<file path="config.mk">
export PLATFORM = sky130hd
export DESIGN_NAME = jk_moore_scheduler
export DESIGN_NICKNAME = d
export VERILOG_FILES = /design/src/rtl/jk_moore_scheduler.sv
export SDC_FILE = /design/constraint.sdc
export NUM_CORES = 1
export LEC_CHECK = 0
export ABC_AREA = 1
export CORE_ASPECT_RATIO = 0.8
export CORE_MARGIN = 3
export CORE_UTILIZATION = 45
export DETAILED_ROUTE_END_ITERATION = 8
export PLACE_DENSITY = 0.79
export SKIP_CTS_REPAIR_TIMING = 1
export SYNTH_ARGS = -nofsm -noshare
export SYNTH_HDL_FRONTEND = slang
export SYNTH_SLANG_ARGS = --single-unit
</file>
<file path="constraint.sdc">
create_clock -name clk -period 2.4 [get_ports clk]
set_input_delay 0.6 -clock clk [delete_from_list [all_inputs] [get_ports clk]]
set_output_delay 0.6 -clock clk [all_outputs]
set_load 0.02 [all_outputs]
</file>
<file path="src/rtl/jk_moore_scheduler.sv">
// Round-robin scheduler sharing one JK-style Moore machine among NREQ requesters.
// Optional JKS_PREDICT_EN adds a sticky predicted-vs-observed mismatch flag on err.
module jk_moore_scheduler #(
  parameter int unsigned NREQ          = 4,
  parameter int unsigned HOLD_CYCLES   = 1,
  parameter int unsigned SETTLE_CYCLES = 1
) (
  input  logic                    clk,
  input  logic                    rst,
  input  logic [NREQ-1:0]         req,
  input  logic [2*NREQ-1:0]       cmd,
  output logic [NREQ-1:0]         gnt,
  output logic [NREQ-1:0]         done,
  output logic                    rd_y,
  output logic [$clog2(NREQ)-1:0] last_id,
  output logic                    busy,
  output logic                    j,
  output logic                    k,
  input  logic                    y,
  output logic                    err
);

  localparam int unsigned IDW  = $clog2(NREQ);
  localparam int unsigned MAXC = (HOLD_CYCLES > SETTLE_CYCLES) ? HOLD_CYCLES : SETTLE_CYCLES;
  localparam int unsigned CW   = $clog2(MAXC + 1);
  localparam logic [CW-1:0]  HOLD_LAST   = CW'(HOLD_CYCLES - 1);
  localparam logic [CW-1:0]  SETTLE_LAST = CW'(SETTLE_CYCLES - 1);
  localparam logic [IDW-1:0] ID_MAX      = IDW'(NREQ - 1);

  typedef enum logic [1:0] {IDLE, DRIVE, SETTLE, DONE} state_t;
  typedef enum logic [1:0] {
    CMD_HOLD   = 2'b00,
    CMD_RESET  = 2'b01,
    CMD_SET    = 2'b10,
    CMD_TOGGLE = 2'b11
  } cmd_t;

  state_t         state, state_n;
  logic [CW-1:0]  cnt, cnt_n;
  logic [IDW-1:0] id, rr_ptr, sel;
  cmd_t           cmd_r, cmd_sel;
  logic           found;
  logic           sample;

  // First requester at or after rr_ptr, wrapping modulo NREQ
  always_comb begin
    int unsigned idx;
    idx     = 0;
    found   = 1'b0;
    sel     = '0;
    for (int unsigned i = 0; i < NREQ; i++) begin
      idx = (32'(rr_ptr) + i) % NREQ;
      if (!found && req[IDW'(idx)]) begin
        found = 1'b1;
        sel   = IDW'(idx);
      end
    end
    cmd_sel = cmd_t'(2'(cmd >> {sel, 1'b0}));
  end

  assign sample = (state == SETTLE) && (cnt == SETTLE_LAST);

  always_comb begin
    state_n = state;
    cnt_n   = cnt;
    gnt     = '0;
    done    = '0;
    j       = 1'b0;
    k       = 1'b0;
    busy    = 1'b1;
    case (state)
      IDLE: begin
        busy  = 1'b0;
        cnt_n = '0;
        if (found) state_n = DRIVE;
      end
      DRIVE: begin
        if (cnt == '0) gnt = NREQ'(1) << id;
        case (cmd_r)
          CMD_SET:   j = 1'b1;
          CMD_RESET: k = 1'b1;
          CMD_TOGGLE: begin
            j = (cnt == '0);
            k = (cnt == '0);
          end
          default: ;
        endcase
        if (cnt == HOLD_LAST) begin
          state_n = SETTLE;
          cnt_n   = '0;
        end else begin
          cnt_n = cnt + CW'(1);
        end
      end
      SETTLE: begin
        if (cnt == SETTLE_LAST) begin
          state_n = DONE;
          cnt_n   = '0;
        end else begin
          cnt_n = cnt + CW'(1);
        end
      end
      DONE: begin
        done    = NREQ'(1) << id;
        state_n = IDLE;
      end
      default: state_n = IDLE;
    endcase
  end

  // last_id and rr_ptr are latched with rd_y so all three are valid during the done pulse
  always_ff @(posedge clk) begin
    if (rst) begin
      state   <= IDLE;
      cnt     <= '0;
      id      <= '0;
      cmd_r   <= CMD_HOLD;
      rr_ptr  <= '0;
      rd_y    <= 1'b0;
      last_id <= '0;
    end else begin
      state <= state_n;
      cnt   <= cnt_n;
      if (state == IDLE && found) begin
        id    <= sel;
        cmd_r <= cmd_sel;
      end
      if (sample) begin
        rd_y    <= y;
        last_id <= id;
        rr_ptr  <= (id == ID_MAX) ? '0 : id + IDW'(1);
      end
    end
  end

`ifdef JKS_PREDICT_EN
  logic pred;

  always_ff @(posedge clk) begin
    if (rst) begin
      pred <= 1'b0;
      err  <= 1'b0;
    end else begin
      if (state == DRIVE && cnt == HOLD_LAST) begin
        case (cmd_r)
          CMD_SET:    pred <= 1'b1;
          CMD_RESET:  pred <= 1'b0;
          CMD_TOGGLE: pred <= ~pred;
          default:    ;
        endcase
      end
      if (sample && (y != pred)) err <= 1'b1;
    end
  end
`else
  assign err = 1'b0;
`endif

endmodule

</file>
==> out/metrics.cfg, run 1 <==
[route]
drc_errors = 0
drtAntennaViolNets = 0
wire_per_inst_um = 10.6
dr_total_vias = 1095
drt_iter0_markers = 29
wirelength_um = 2390
drt_pass1_iterations = 4
viasPerCell = 4.87

[cts]
htree_levels = 1
clk_latency_ps = 270
path_clk_slew_ps = 70
cts_root_buf = clkbuf_4
cts_buffer_depth = 2
cts.sinks = 11
cts_tree = built
cts-buffers-inserted = 3

[yosys]
synth-edff-count = 0
ys_async_sr_fraction = 0
synth_nets = 193
synth_warnings = 0
synth_cell_types = 23
synth_flop_cell = dfxtp_1
netlist_instances = 169
ys_ff_latch = 11
ys_seq_area_frac = 0.200
synth.avg_cell_area_um2 = 6.50
syn-cell-area_mm2 = 0.00110

[critical_path]
crit_required_ps = 1800
cp-start-kind = register
startpoint = state[1]
cp-end-kind = primary output
criticalPathCategory = register to primary output
critical_path.max_fanout = 6
cp_data_arrival_time_ps = 1700
timing.rr.start = rr_ptr[0]

[layout]
drive_gt1_frac = 0.175
nets = 225
areaGrowthSynthToFinish_pct = 30.1
num_antenna_cells = 0

[global_route]
antenna_found_initial = 0
grt_pass1_wl_um = 4020
grt_pass1_vias = 1010
grt_max_degree = 10
grt_usage = 0.172
grt_overflow = 0

[timing]
post-route-min-period_ps = 2300
maxSlewViolCount = 0
grt_setup_unrepaired = no
fmax_ghz = 0.434
final.setup_skew_ps = 9.38
final.setup.tns_ps = 0
fin_crit_sh = 0.959
setup_viol = 0
finalHoldViolCount = 0

[power_and_ir_drop]
leakagePower_nw = 0.771
total_power_mw = 1.63
peakVddDrop_mv = 0.679
powerDensity_mw_per_mm2 = 1140

[outcome]
status = finished clean

[die]
dieArea_mm2 = 0.00307
die_height_um = 50.2
core_area_mm2 = 0.00223
io_pins = 30
fp.dieW_um = 61.2
start_util = 0.492
row_count = 15

[place]
dp_hpwl_um = 2000
io_buffers = 28
globalplace.congestion = 0.833

[worst_hold_path]
hold_path_class = register to register
min_from = rd_y

[job]
maxCapViolations = 0

-- synth_stat cells (2+ instances only) --
library cell,count,area (um2)
nand3_4,2,35.0
a21oi_1,8,40.0
dfxtp_1,11,220
o21ai_0,6,30.0
nand4_1,6,37.5
nand3_1,10,50.1
nand3_2,3,30.0
ha_1,9,113
nand2_4,4,45.0
nor2_1,12,45.0
nand2_1,40,150
inv_2,3,11.3
nand2_2,13,81.3
inv_1,33,124
-- sequential cells by signal, indices dropped and copies added, names as in the netlist --
register and flops:
cmd_r 2, id 2, last_id 2, rd_y 1, rr_ptr 2, state 2
-- cells in the final DEF (no fill, tap or decap) --
| cell | synthesis | routed |
|---|---|---|
| o21ai_1 | 1 | 1 |
| nand2_2 | 13 | 13 |
| inv_4 | 1 | 1 |
| buf_4 | 1 | 1 |
| nor2_1 | 12 | 12 |
| nor2_8 | 1 | 1 |
| nand3_2 | 3 | 3 |
| inv_1 | 33 | 33 |
| inv_2 | 3 | 3 |
| o21ai_2 | 1 | 1 |
| nand2_8 | 1 | 1 |
| clkdlybuf4s50_1 | 0 | 28 |
| nand3_4 | 2 | 2 |
| ha_1 | 9 | 8 |
| conb_1 | 1 | 1 |
| nand3_1 | 10 | 10 |
| o21ai_0 | 6 | 6 |
| a21oi_1 | 8 | 8 |
| clkinv_1 | 1 | 1 |
| dfxtp_1 | 11 | 11 |
| clkinv_2 | 0 | 1 |
| clkbuf_4 | 0 | 3 |
| nand2_4 | 4 | 4 |
| ha_2 | 0 | 1 |
| nand2_1 | 40 | 40 |
| nand4_1 | 6 | 6 |
-- per-layer routing --
| layer | vias up | GRT usage | wire length, um | part of all wire |
|---|---|---|---|---|
| li1 | 579 | - | - | - |
| met1 | 483 | 0.221 | 1150 | 0.48 |
| met2 | 27 | 0.261 | 1040 | 0.44 |
| met3 | 6 | 0.0514 | 159 | 0.067 |
| met4 | 0 | 0.0758 | 34 | 0.014 |
| met5 | - | 0 | 0 | 0 |
-- worst max-delay path: stages (launching register included) --
cell and delay [ps]:
dfxtp_1 330, inv_1 130, ha_2 260, nand2_1 70
inv_1 50, clkdlybuf4s50_1 590
-- through the flow --
| step | setup slack (ps) | instance area [um2] | std cells | hold slack [ps] | util |
|---|---|---|---|---|---|
| 2_1_floorplan | 771 | 1100 | 169 | 506 | - |
| 3_3_place_gp | 249 | 1400 | 221 | 484 | 0.626 |
| 3_5_place_dp | 150 | 1400 | 221 | 492 | 0.626 |
| 4_1_cts | 46.9 | 1430 | 225 | 516 | 0.639 |
| 5_1_grt | 13.8 | 1430 | 225 | 553 | 0.640 |
| 6_report | 97.3 | 1430 | 225 | 514 | 0.640 |
-- power by group --
| part | internal [mW] | leakage (nW) | switching (mW) | total, mW |
|---|---|---|---|---|
| sequential | 0.252 | 0.0907 | 0.0602 | 0.313 |
| clock | 0.0617 | 0.0177 | 0.0613 | 0.123 |
| combinational | 0.452 | 0.662 | 0.747 | 1.20 |
| total | 0.766 | 0.771 | 0.869 | 1.63 |
-- cells by family after synthesis --
| logic type | count (synthesis) | share of synthesized area |
|---|---|---|
| AND/OR/NAND/NOR | 92 | 0.468 |
| buffers and inverters | 40 | 0.149 |
| AO/OA/AOI/OAI | 16 | 0.0763 |
| flip-flops | 11 | 0.200 |
| adder cells (fa/ha/maj) | 9 | 0.103 |
| other | 1 | 0.00341 |
-- final cells by class --
| cell class | count | area [um2] |
|---|---|---|
| Inverter | 38 | 145 |
| Clock inverter | 1 | 5.00 |
| Clock buffer | 3 | 22.5 |
| Fill cell | 202 | 805 |
| Multi-Input combinational cell | 118 | 717 |
| Sequential cell | 11 | 220 |
| Timing Repair Buffer | 29 | 288 |
| Tap cell | 25 | 31.3 |
-- path summary, 6_finish.rpt --
path | slack (ps) | cells past startpoint | endpoint
worst min register to register | 510 | 2 | rd_y
worst min-delay path | 510 | 2 | rd_y
worst max register to register | 660 | 12 | cmd_r[1]
worst max-delay path | 100 | 5 | gnt[2]
(Power assumes the default switching activity.)
==> run 2, diff against run 1 <==
==> constraint.sdc (replaced) <==
create_clock -name clk -period 2.8 [get_ports clk]
set_input_delay 0.7 -clock clk [delete_from_list [all_inputs] [get_ports clk]]
set_output_delay 0.7 -clock clk [all_outputs]
set_load 0.02 [all_outputs]
==> out/metrics.cfg, run 2 (synthesis gave the netlist of run 1 again) <==
[outcome]
status = finished clean

[route]
drt_iter0_markers = 51  ; +76%
wirelength_um = 2500  ; +4.6%
viasPerCell = 4.74  ; -2.6%
dr_total_vias = 1062  ; -3.0%
drt_pass1_iterations = 4  ; unchanged
drtAntennaViolNets = 0  ; unchanged
drc_errors = 0  ; unchanged
wire_per_inst_um = 11.2  ; +5.1%

[global_route]
grt_max_degree = 12  ; +2
grt_usage = 0.185  ; +0.0133
met2_usage = 0.308  ; +0.0475
antenna_found_initial = 0  ; unchanged
grt_use_met3 = 0.0488  ; -0.00257
grt_pass1_vias = 1092  ; +8.1%
use_met1 = 0.242  ; +0.0212
grt_busiest_layer = met2
grt_overflow = 0  ; unchanged
grt_pass1_wl_um = 4460  ; +11%

[place]
globalplace.congestion = 0.839  ; +0.68%
dp_hpwl_um = 2080  ; +4.1%
io_buffers = 28  ; unchanged

[cts]
path_clk_slew_ps = 80  ; about the same
cts_root_buf = clkbuf_4
cts_tree = built
cts_buffer_depth = 2  ; unchanged
htree_levels = 1  ; unchanged
cts.sinks = 11  ; unchanged
clk_latency_ps = 270  ; about the same
cts-buffers-inserted = 3  ; unchanged

[critical_path]
crit_required_ps = 2100  ; +300 ps
cp_data_arrival_time_ps = 1760  ; +60 ps
startpoint = state[1]
cp-end-kind = primary output
critical_path.max_fanout = 6  ; unchanged
cp-start-kind = register
timing.rr.start = rr_ptr[0]
criticalPathCategory = register to primary output
ff2ff_setup_slack_ps = 840  ; +180 ps

[die]
row_count = 15  ; unchanged
start_util = 0.492  ; unchanged
dieArea_mm2 = 0.00307  ; unchanged
core_area_mm2 = 0.00223  ; unchanged
io_pins = 30  ; unchanged
die_height_um = 50.2  ; unchanged
fp.dieW_um = 61.2  ; unchanged

[power_and_ir_drop]
leakagePower_nw = 0.767  ; -0.52%
peakVddDrop_mv = 0.537  ; -21%
powerDensity_mw_per_mm2 = 985  ; -14%

[layout]
areaGrowthSynthToFinish_pct = 29.2
final_common_cell = nand2_1
num_antenna_cells = 0  ; unchanged
final_cell_mix = 40 x nand2_1, 33 x inv_1, 28 x clkdlybuf4s50_1
drive_gt1_frac = 0.166  ; -0.00917
nets = 224  ; -0.44%
fill_cells = 215  ; +6.4%

[timing]
fmax_ghz = 0.407
whs_ps = 534  ; +19.8 ps
fin_crit_sh = 0.878
setup_viol = 0  ; unchanged
finalHoldViolCount = 0  ; unchanged
grt_setup_unrepaired = no
final.setup.tns_ps = 0  ; unchanged
maxSlewViolCount = 0  ; unchanged
post-route-min-period_ps = 2460
final.setup_skew_ps = 7.87  ; -1.51 ps

[worst_hold_path]
hold_path_class = register to register
min_from = last_id[0]

[job]
maxCapViolations = 0  ; unchanged

==> run 2: where the power goes <==
group / total, mW / switching, mW / internal, mW
Sequential: 0.282 / 0.0653 / 0.216
Combinational: 1.01 / 0.628 / 0.379
Clock: 0.109 / 0.0560 / 0.0528
==> run 2: layout make-up <==
| type | count | area, um2 | share of cell area |
|---|---|---|---|
| Clock buffer | 3 | 22.5 | 0.0159 |
| Inverter | 38 | 145 | 0.102 |
| Timing Repair Buffer | 28 | 280 | 0.198 |
| Multi-Input combinational cell | 118 | 714 | 0.504 |
| Tap cell | 25 | 31.3 | 0.0220 |
| Clock inverter | 1 | 5.00 | 0.00353 |
| Sequential cell | 11 | 220 | 0.155 |
==> run 2: routing by layer <==
layer,vias to the layer above,part of all wire
li1,573,-
met1,457,0.47
met2,32,0.47
met3,0,0.064
met4,0,0
met5,-,0
==> run 2: final timing paths <==
kind | endpoint | cells after the start
setup reg to reg | cmd_r[1] | 13
hold / removal | last_id[0] | 2
setup / recovery | gnt[2] | 5
hold reg to reg | last_id[0] | 2
==> run 2: metrics by stage <==
stage,cells,worst slack [ps],area (um2),util,total power [mW]
after floorplan,169,1070,1100,-,1.06
after global placement,220,532,1390,0.623,1.26
after detailed placement,220,448,1390,0.623,1.29
after CTS,224,328,1420,0.635,1.41
after global routing,224,225,1420,0.635,1.55
final,224,340,1420,0.635,1.40
==> run 2: critical path, stage by stage, from the launching register on <==
cell and delay (ps):
dfxtp_1 330, inv_1 120, ha_1 300, nand2_1 90, inv_1 50, clkdlybuf4s50_1 590
==> run 3, diff against run 2 <==
--- a/config.mk
+++ b/config.mk
@@ -6,6 +6,7 @@
 export NUM_CORES = 1
 export LEC_CHECK = 0
 export ABC_AREA = 1
+export CAP_MARGIN = 20
 export CORE_ASPECT_RATIO = 0.8
 export CORE_MARGIN = 3
 export CORE_UTILIZATION = 45
==> results of run 3 <==
Final layout, timing and power as in run 2 (identical DEF).
